**config.mk**
```make
export PLATFORM = sky130hd
export DESIGN_NAME = ddr_bus_arbiter
export DESIGN_NICKNAME = d
export VERILOG_FILES = /design/src/rtl/ddr_bus_arbiter.sv
export SDC_FILE = /design/constraint.sdc
export NUM_CORES = 1
export LEC_CHECK = 0
export BUFFER_PORTS_ARGS = -buffer_cell sky130_fd_sc_hd__buf_2
export CAP_MARGIN = 20
export CORE_AREA = 3 3 111 113
export DETAILED_ROUTE_END_ITERATION = 8
export DIE_AREA = 0 0 114 116
export SLEW_MARGIN = 20
export SYNTH_ARGS = -nofsm -noshare
export SYNTH_HDL_FRONTEND = slang
export SYNTH_SLANG_ARGS = --single-unit
export TNS_END_PERCENT = 5
```
**constraint.sdc**
```tcl
create_clock -name gpuClk -period 2.84 [get_ports gpuClk]
set_input_delay 0.284 -clock gpuClk [delete_from_list [all_inputs] [get_ports gpuClk]]
set_output_delay 0.284 -clock gpuClk [all_outputs]
set_load 0.02 [all_outputs]
```
**src/rtl/ddr_bus_arbiter.sv**
```systemverilog
`default_nettype none
// +----------------------------------------------------------------------------+
// | ddr_bus_arbiter: two-master burst arbiter for the shared DDR bus            |
// | (M0 = GPU memory traffic, M1 = display scan-out). Rev 1.0                   |
// +----------------------------------------------------------------------------+
module ddr_bus_arbiter #(
  parameter int ADR_W      = 20,
  parameter int DAT_W      = 32,
  parameter int CNT_W      = 3,
  parameter int MAX_STREAK = 4
) (
  input  logic             gpuClk,
  input  logic             i_Rst,
  input  logic [ADR_W-1:0] m0_adr_i,
  input  logic [DAT_W-1:0] m0_dat_i,
  input  logic [CNT_W-1:0] m0_cnt_i,
  input  logic [3:0]       m0_sel_i,
  input  logic             m0_wrt_i,
  input  logic             m0_req_i,
  output logic             m0_ack_o,
  output logic [DAT_W-1:0] m0_dat_o,
  input  logic [ADR_W-1:0] m1_adr_i,
  input  logic [DAT_W-1:0] m1_dat_i,
  input  logic [CNT_W-1:0] m1_cnt_i,
  input  logic [3:0]       m1_sel_i,
  input  logic             m1_wrt_i,
  input  logic             m1_req_i,
  output logic             m1_ack_o,
  output logic [DAT_W-1:0] m1_dat_o,
  input  logic             i_dispUrgent,
  output logic [ADR_W-1:0] adr_o,
  output logic [DAT_W-1:0] dat_o,
  output logic [CNT_W-1:0] cnt_o,
  output logic [3:0]       sel_o,
  output logic             wrt_o,
  output logic             req_o,
  input  logic [DAT_W-1:0] dat_i,
  input  logic             ack_i,
  output logic             o_owner,
  output logic             o_busy
);

  localparam int c_STRK_W = $clog2(MAX_STREAK + 1);
  localparam logic [c_STRK_W-1:0] c_MAX_STREAK = c_STRK_W'(MAX_STREAK);

  typedef enum logic [0:0] {IDLE = 1'b0, BUSY = 1'b1} state_t;

  state_t                r_state;
  state_t                w_nextState;
  logic                  r_owner;
  logic                  r_last;
  logic [CNT_W-1:0]      r_cntReg;
  logic [CNT_W-1:0]      r_beat;
  logic [c_STRK_W-1:0]   r_streak;
  logic                  w_pick;
  logic                  w_grant;
  logic                  w_final;
  logic                  w_busy;
  logic                  w_ownerReq;

  assign w_busy     = (r_state == BUSY);
  assign w_ownerReq = r_owner ? m1_req_i : m0_req_i;

  always_comb begin
    w_nextState = r_state;
    w_grant     = 1'b0;
    w_final     = 1'b0;
    // Urgent display first, then a lone requester, then streak cap / round-robin.
    if (m1_req_i && i_dispUrgent)
      w_pick = 1'b1;
    else if (m0_req_i != m1_req_i)
      w_pick = m1_req_i;
    else if (r_streak == c_MAX_STREAK)
      w_pick = 1'b1;
    else
      w_pick = ~r_last;
    case (r_state)
      IDLE: begin
        if (m0_req_i || m1_req_i) begin
          w_grant     = 1'b1;
          w_nextState = BUSY;
        end
      end
      BUSY: begin
        if (ack_i && (r_beat == r_cntReg)) begin
          w_final     = 1'b1;
          w_nextState = IDLE;
        end
      end
      default: w_nextState = IDLE;
    endcase
  end

  always_ff @(posedge gpuClk or posedge i_Rst) begin
    if (i_Rst) begin
      r_state  <= IDLE;
      r_owner  <= 1'b0;
      r_last   <= 1'b1;
      r_cntReg <= '0;
      r_beat   <= '0;
      r_streak <= '0;
    end else begin
      r_state <= w_nextState;
      if (w_grant) begin
        r_owner  <= w_pick;
        r_cntReg <= w_pick ? m1_cnt_i : m0_cnt_i;
        r_beat   <= '0;
        if (w_pick)
          r_streak <= '0;
        else if (r_streak != c_MAX_STREAK)
          r_streak <= r_streak + 1'b1;
      end
      if (w_busy && ack_i)
        r_beat <= r_beat + 1'b1;
      if (w_final)
        r_last <= r_owner;
    end
  end

  // Slave side is driven only while a burst is in flight; idle bus is all-zero.
  always_comb begin
    adr_o    = '0;
    dat_o    = '0;
    cnt_o    = '0;
    sel_o    = '0;
    wrt_o    = 1'b0;
    req_o    = 1'b0;
    m0_ack_o = 1'b0;
    m1_ack_o = 1'b0;
    m0_dat_o = '0;
    m1_dat_o = '0;
    if (w_busy) begin
      adr_o    = r_owner ? m1_adr_i : m0_adr_i;
      dat_o    = r_owner ? m1_dat_i : m0_dat_i;
      cnt_o    = r_owner ? m1_cnt_i : m0_cnt_i;
      sel_o    = r_owner ? m1_sel_i : m0_sel_i;
      wrt_o    = r_owner ? m1_wrt_i : m0_wrt_i;
      req_o    = w_ownerReq;
      m0_ack_o = ack_i & ~r_owner;
      m1_ack_o = ack_i & r_owner;
      m0_dat_o = dat_i;
      m1_dat_o = dat_i;
    end
  end

  assign o_owner = r_owner;
  assign o_busy  = w_busy;

  // The owner must keep requesting until its last beat is acknowledged.
  a_ownerHoldsReq: assert property (@(posedge gpuClk) disable iff (i_Rst)
    w_busy |-> w_ownerReq);

endmodule
`default_nettype wire

```
==> run_results.csv, run 1 <==
group,metric,value,unit
yosys,yosys-top-cells-area,"mux2i_1, nor2b_1, buf_4",
yosys,synth_top_cell_area_share,26.9,%
yosys,ys_ff_latch,12,
route,drt_wl_total,8340,um
yosys,syn_avg_cell_area,8.06,um^2
clock_network,cts_buffers,3,
hold_path,hp-class,"in -> async",
setup_path,cp_cell_sequence,"buf_12, mux2i_1, nor2b_1, buf_2",
placed_design,port_buffers,286,
floorplanning,num_rows,39,
yosys,synth_top_flop_cell,"dfrtp_1",
route,viasPerCell,4.17,
yosys,synthMuxAreaShare,27.4,%
setup_path,start_kind,"flop",
cells_and_area,antennaDiodeCount,0,
route,first_pass_iters,4,
grt,grt_pass1_wl,11500,um
floorplanning,initial_core_util,19.9,%
cells_and_area,ff_latch_area,307,um^2
grt,grt-ovfl-total,0,
route,routed-via-count,2783,
yosys,synthAdderAreaFrac,2.20,%
status,status,"completed",
yosys,netlist_area,0.00227,mm^2
timing,period_share,72.9,%
clock_network,cts-resized-gates,0,
yosys,synth_nets,444,
cells_and_area,nNetsFinal,687,
yosys,yosys.area.top_type,"mux2i_1",
cells_and_area,drive_above_1_share,57.6,%
setup_path,critical_path_class,"reg -> out",
clock_network,insertion_delay,0.24,ns
yosys,synth_cell_types,34,
run,maxCapViolCount,0,
floorplanning,core,0.0114,mm^2
timing,finalMaxSlewViolations,0,
cells_and_area,fillCellCount,1212,
setup_path,reg2reg_depth,4,
setup_path,critPathArrivalTime,1.79,ns
floorplanning,dieArea,0.0132,mm^2
timing,slew-limit-headroom,67.2,%
placed_design,post-place-ws,1.00,ns
grt,grt_pass1_vias,2496,
timing,layout_setup_ws,0.770,ns
setup_path,worstSetupStartpoint,"o_owner",
yosys,synth_edf_count,0,
clock_network,cts_setup_buffers,0,
placed_design,post_dp_cell_area,0.00358,mm^2
clock_network,clkTransAtPathRegs,0.04,ns
timing,max_freq,0.483,GHz
timing,tns,0,ns
pwr,vdd_drop_max,0.530,mV
route,drc_errors,0,
setup_path,r2r_end,"r_last",
route,avgRoutedWirePerCell,12.5,um
pwr,cellLeakagePower,0.00219,uW
setup_path,endpoint_kind,"output pin",
yosys,yosysWarnings,0,
setup_path,cp_slowest_cell,"dfrtp_4",
yosys,synth_xor_area_share,1.54,%
yosys,synthCells,282,
pwr,power_density,1000,mW/mm^2
floorplanning,ioPinCount,287,
setup_path,worstPathMaxFanout,40,
cells_and_area,area_growth,61.6,%
setup_path,r2r-start,"o_busy",
setup_path,crit_path_max_incr_delay,0.72,ns
clock_network,htreeDepth,1,
setup_path,crit_end,"cnt_o[0]",
timing,tightest_slew,0.491,ns
floorplanning,fp.dieW,114,um
floorplanning,die_h,116,um
cells_and_area,multiInputGateArea,0.00159,mm^2
clock_network,cts_buffer_depth,2,
timing,period_needed,2.07,ns
clock_network,cts_tree,"done",
grt,grt_max_degree,57,
yosys,synth_top_family_by_area,"simple AND/OR/NAND/NOR gates",
yosys,synth_compound_area_share,7.87,%
grt,grt_antenna_before_repair,0,
route,ant_nets,0,
timing,rsz0062_at_grt,"no",
clock_network,ctsHoldBuffers,0,
setup_path,reg2reg_slack,1.17,ns
setup_path,cp.required,2.56,ns
yosys,synth-simple-area-share,31.2,%
timing,final-setup-viol-count,0,
route,drt_iter0_drc,49,
placed_design,gp_congestion,0.748,
clock_network,clock-root-buffer,"clkbuf_16",
cells_and_area,finish.instance_area,0.00367,mm^2
grt,gr-usage-all-layers,10.3,%
yosys,async_reset_ff_share,100,%
yosys,yosysSeqAreaShare,13.3,%
placed_design,dp_hpwl,7100,um
timing,hold_viol_final,0,
timing,clock_skew,0.00140,ns
clock_network,cts_num_sinks,12,
synthesized netlist by cell type, types with 2 or more instances:
cell type and number:
nor2_1 7, xor2_1 3, inv_1 8, nand2_1 4
dfrtp_1 11, nor2b_1 66, o21ai_0 4, ha_1 4
a31oi_1 3, a21oi_1 3, buf_4 39, a2bb2oi_1 3
nand3_1 2, o211ai_1 3, buf_2 4, clkbuf_1 9
mux2i_1 61, and2_1 32
how the worst min path moves through the flow:
stage	startpoint	endpoint	slack, ns	cells past startpoint
floorplan	i_Rst	o_busy	0.15	1
global placement	i_Rst	r_streak[0]	0.32	2
detailed placement	i_Rst	r_streak[1]	0.32	2
CTS	i_Rst	r_beat[0]	0.07	2
global route	i_Rst	r_beat[1]	0.10	2
finish	i_Rst	r_streak[2]	0.06	2
area by class of cell:
type,instances,area share [%]
multi-input cells,210,43.4
repair buffers,290,40.1
flip-flops and latches,12,8.35
well taps,143,4.87
clock buffers,4,2.42
inverters,8,0.818
state kept, by name, summed over array words and instances, names as in the netlist:
register	cells
r_streak	3
o_owner	1
o_busy	1
r_last	1
r_cntReg	3
r_beat	3
layer usage:
layer	global-route usage [%]	vias up	routed length, um
met4	1.50	0	51
met3	1.04	4	746
li1	-	1394	-
met5	0	-	0
met1	12.8	1251	3160
met2	19.6	134	4380
kinds of logic (layout without fill, tap and decap cells):
kind of cell | Yosys count | after routing
multiplexers | 62 | 62
AO/OA/AOI/OAI | 24 | 24
buffers and inverters | 60 | 302
adder cells (fa/ha/maj) | 4 | 4
flip-flops | 12 | 12
XOR/XNOR | 4 | 4
AND/OR/NAND/NOR | 116 | 116
placed cells by master, fill, tap and decap left out, types with 2 or more instances in the layout:
master       n
nor2_1       7
inv_1        8
a31oi_1      3
clkbuf_16    3
buf_2      286
and2_1      32
nand2_1      4
nor2b_1     66
xor2_1       3
nand3_1      2
buf_4        3
a21oi_1      3
a2bb2oi_1    3
o211ai_1     3
ha_1         4
o21ai_0      4
dfrtp_1      9
mux2i_1     61
worst max-delay path, delay by kind of cell, from the launching register on:
kind          cells  cell delay [ns]
buf+inv           2             0.48
flops             1             0.72
mux               1             0.23
simple gates      1             0.07
metrics by stage:
step	total power (uW)	hold slack (ns)	cells	util, %
after floorplan	2670	0.148	282	-
after global placement	3370	0.321	663	31.4
after detailed placement	3430	0.322	663	31.4
after CTS	3720	0.0691	667	32.2
after global routing	3960	0.104	667	32.2
final	3680	0.0606	667	32.2
where the power goes:
group | switching (uW) | internal [uW] | total [uW]
Sequential | 149 | 264 | 413
Clock | 71.1 | 212 | 283
Combinational | 1790 | 1190 | 2980
Power figures use the tool's default switching activity.
==> run 2: changes to the inputs <==
--- a/config.mk
+++ b/config.mk
@@ -7,9 +7,9 @@
 export LEC_CHECK = 0
 export BUFFER_PORTS_ARGS = -buffer_cell sky130_fd_sc_hd__buf_2
 export CAP_MARGIN = 20
-export CORE_AREA = 3 3 111 113
+export CORE_AREA = 3 3 110 112
 export DETAILED_ROUTE_END_ITERATION = 8
-export DIE_AREA = 0 0 114 116
+export DIE_AREA = 0 0 113 115
 export SLEW_MARGIN = 20
 export SYNTH_ARGS = -nofsm -noshare
 export SYNTH_HDL_FRONTEND = slang
==> constraint.sdc (replaced) <==
create_clock -name gpuClk -period 2.16 [get_ports gpuClk]
set_input_delay 0.216 -clock gpuClk [delete_from_list [all_inputs] [get_ports gpuClk]]
set_output_delay 0.216 -clock gpuClk [all_outputs]
set_load 0.02 [all_outputs]
==> run 2 against run 1 <==
Sequential power is 24% higher. Global-route usage rose by 0.94 points. Core utilization is 0.41 points higher. Die area fell by 1.7%. Sequential share of layout area hardly changed. Critical path depth unchanged. Hold slack gained 0.22 ns. Clock power rose by 20%. Count of clock-buffer cells in the layout unchanged. Via count rose by 0.57%. Cell count increased by 0.45%. Combinational power rose by 34%. Critical endpoint is now dat_o[3].
==> run_results.csv, run 2 (synthesis gave the netlist of run 1 again) <==
group,metric,value,unit
cells_and_area,layout_common_cells,"buf_2, nor2b_1, mux2i_1, and2_1, dfrtp_1",
cells_and_area,antennaDiodeCount,0,
grt,grt_pass1_wl,12400,um
clock_network,clock-root-buffer,"clkbuf_16",
hold_path,min_from,"m0_cnt_i[2]",
floorplanning,die_h,115,um
pwr,power_density,1310,mW/mm^2
grt,grt_antenna_before_repair,1,
pwr,vdd_drop_max,0.615,mV
status,status,"completed",
route,drt_iter0_drc,59,
route,routed-via-count,2799,
floorplanning,initial_core_util,20.1,%
setup_path,worstSetupStartpoint,"o_owner",
setup_path,crit_buf_inv,2,
setup_path,path_delay_family,"flip-flops",
floorplanning,ioPinCount,287,
setup_path,worstPathMaxFanout,39,
clock_network,cts_buffer_depth,2,
pwr,power,4840,uW
floorplanning,num_rows,39,
cells_and_area,drive_above_1_share,57.5,%
setup_path,cp_cell_sequence,"buf_12, mux2i_1, nor2b_1, buf_2",
timing,period_share,87.0,%
timing,clock_skew,0.000870,ns
placed_design,gp_congestion,0.742,
cells_and_area,final_common_cell,"buf_2",
hold_path,hp-class,"in -> reg",
route,viasPerCell,4.18,
route,drt_wl_total,8440,um
cells_and_area,area_growth,62.3,%
cells_and_area,top_regs,"r_beat (3), r_cntReg (3), r_streak (3)",
route,drc_errors,0,
cells_and_area,fillCellCount,1193,
setup_path,critPathArrivalTime,1.66,ns
timing,rsz0062_at_grt,"no",
cells_and_area,ff_latch_area,307,um^2
setup_path,critical_path_class,"reg -> out",
setup_path,cp_slowest_cell,"dfrtp_4",
clock_network,cts_buffers,3,
clock_network,cts-resized-gates,0,
placed_design,port_buffers,286,
timing,final-setup-viol-count,0,
setup_path,crit_path_max_incr_delay,0.62,ns
clock_network,htreeDepth,1,
cells_and_area,nNetsFinal,690,
timing,tns,0,ns
grt,grt_max_degree,54,
placed_design,dp_hpwl,7210,um
timing,max_freq,0.532,GHz
timing,period_needed,1.88,ns
clock_network,cts_num_sinks,12,
route,ant_nets,0,
timing,tightest_slew,0.473,ns
clock_network,cts_tree,"done",
route,avgRoutedWirePerCell,12.6,um
setup_path,cp.required,1.94,ns
timing,finalMaxSlewViolations,0,
route,first_pass_iters,4,
floorplanning,core,0.0113,mm^2
clock_network,clkTransAtPathRegs,0.04,ns
floorplanning,fp.dieW,113,um
cells_and_area,multiInputGateArea,0.00159,mm^2
clock_network,insertion_delay,0.24,ns
pwr,cellLeakagePower,0.00220,uW
floorplanning,dieArea,0.0130,mm^2
setup_path,endpoint_kind,"output pin",
timing,hold_viol_final,0,
grt,gr-usage-all-layers,11.3,%
grt,grt-ovfl-total,0,
run,maxCapViolCount,0,
setup_path,start_kind,"flop",
timing,slew-limit-headroom,68.5,%
grt,grt_pass1_vias,2643,
setup_path,r2r-start,"r_streak[0]",
## run 2: cell types whose count changed in the layout (fill, tap and decap cells not counted)
cell           before  now
buf_4               3    5
clkbuf_1            0    1
clkbuf_8            1    0
dlygate4sd3_1       0    1
## run 2: metal layers
metal	global-route usage, %	wire length (um)
met1	13.8	3250
met2	20.9	4240
met3	2.63	926
met4	0.962	14
met5	0	13
## run 2: final timing paths
kind	slack (ns)	endpoint	cells past startpoint
worst max-delay path	0.28	dat_o[3]	4
worst min-delay path	0.29	r_cntReg[2]	3
worst max register to register	0.68	r_streak[2]	5
worst min register to register	0.55	r_streak[1]	1
max in group asynchronous	1.27	o_owner	3
min in group asynchronous	0.53	r_streak[0]	3
## run 2: through the flow
stage          setup WS (ns)  instances  utilization (%)  hold slack [ns]  area, um^2
2_1_floorplan          0.502        282                -           0.0800        2270
3_3_place_gp           0.568        665             31.8            0.245        3600
3_5_place_dp           0.507        665             31.8            0.249        3600
4_1_cts                0.260        670             32.6            0.285        3690
5_1_grt                0.177        670             32.6            0.313        3690
6_report               0.281        670             32.6            0.285        3690
## run 2: worst register-to-register path, delay by kind of cell (launching register included)
family / cells / cell delay (ns)
AO/OA/AOI/OAI: 3 / 0.73
flip-flops: 1 / 0.34
adder cells (fa/ha/maj): 1 / 0.25
buffers and inverters: 1 / 0.07
## run 2: report_power, final
group          total (uW)  switching [uW]  internal (uW)
clock                 340            91.9            248
combinational        3980            2400           1580
sequential            512             165            347
## run 2: final cells by class
cell class	instances	area share (%)
Timing Repair Buffer	293	40.7
Tap cell	143	4.85
Inverter	8	0.814
Multi-Input combinational cell	210	43.2
Clock buffer	4	2.14
Sequential cell	12	8.31
## run 2: repair_timing
action,4_1_cts,5_1_grt
endpoints found under the hold margin,9,0
setup buffers,0,0
hold buffers,1,0
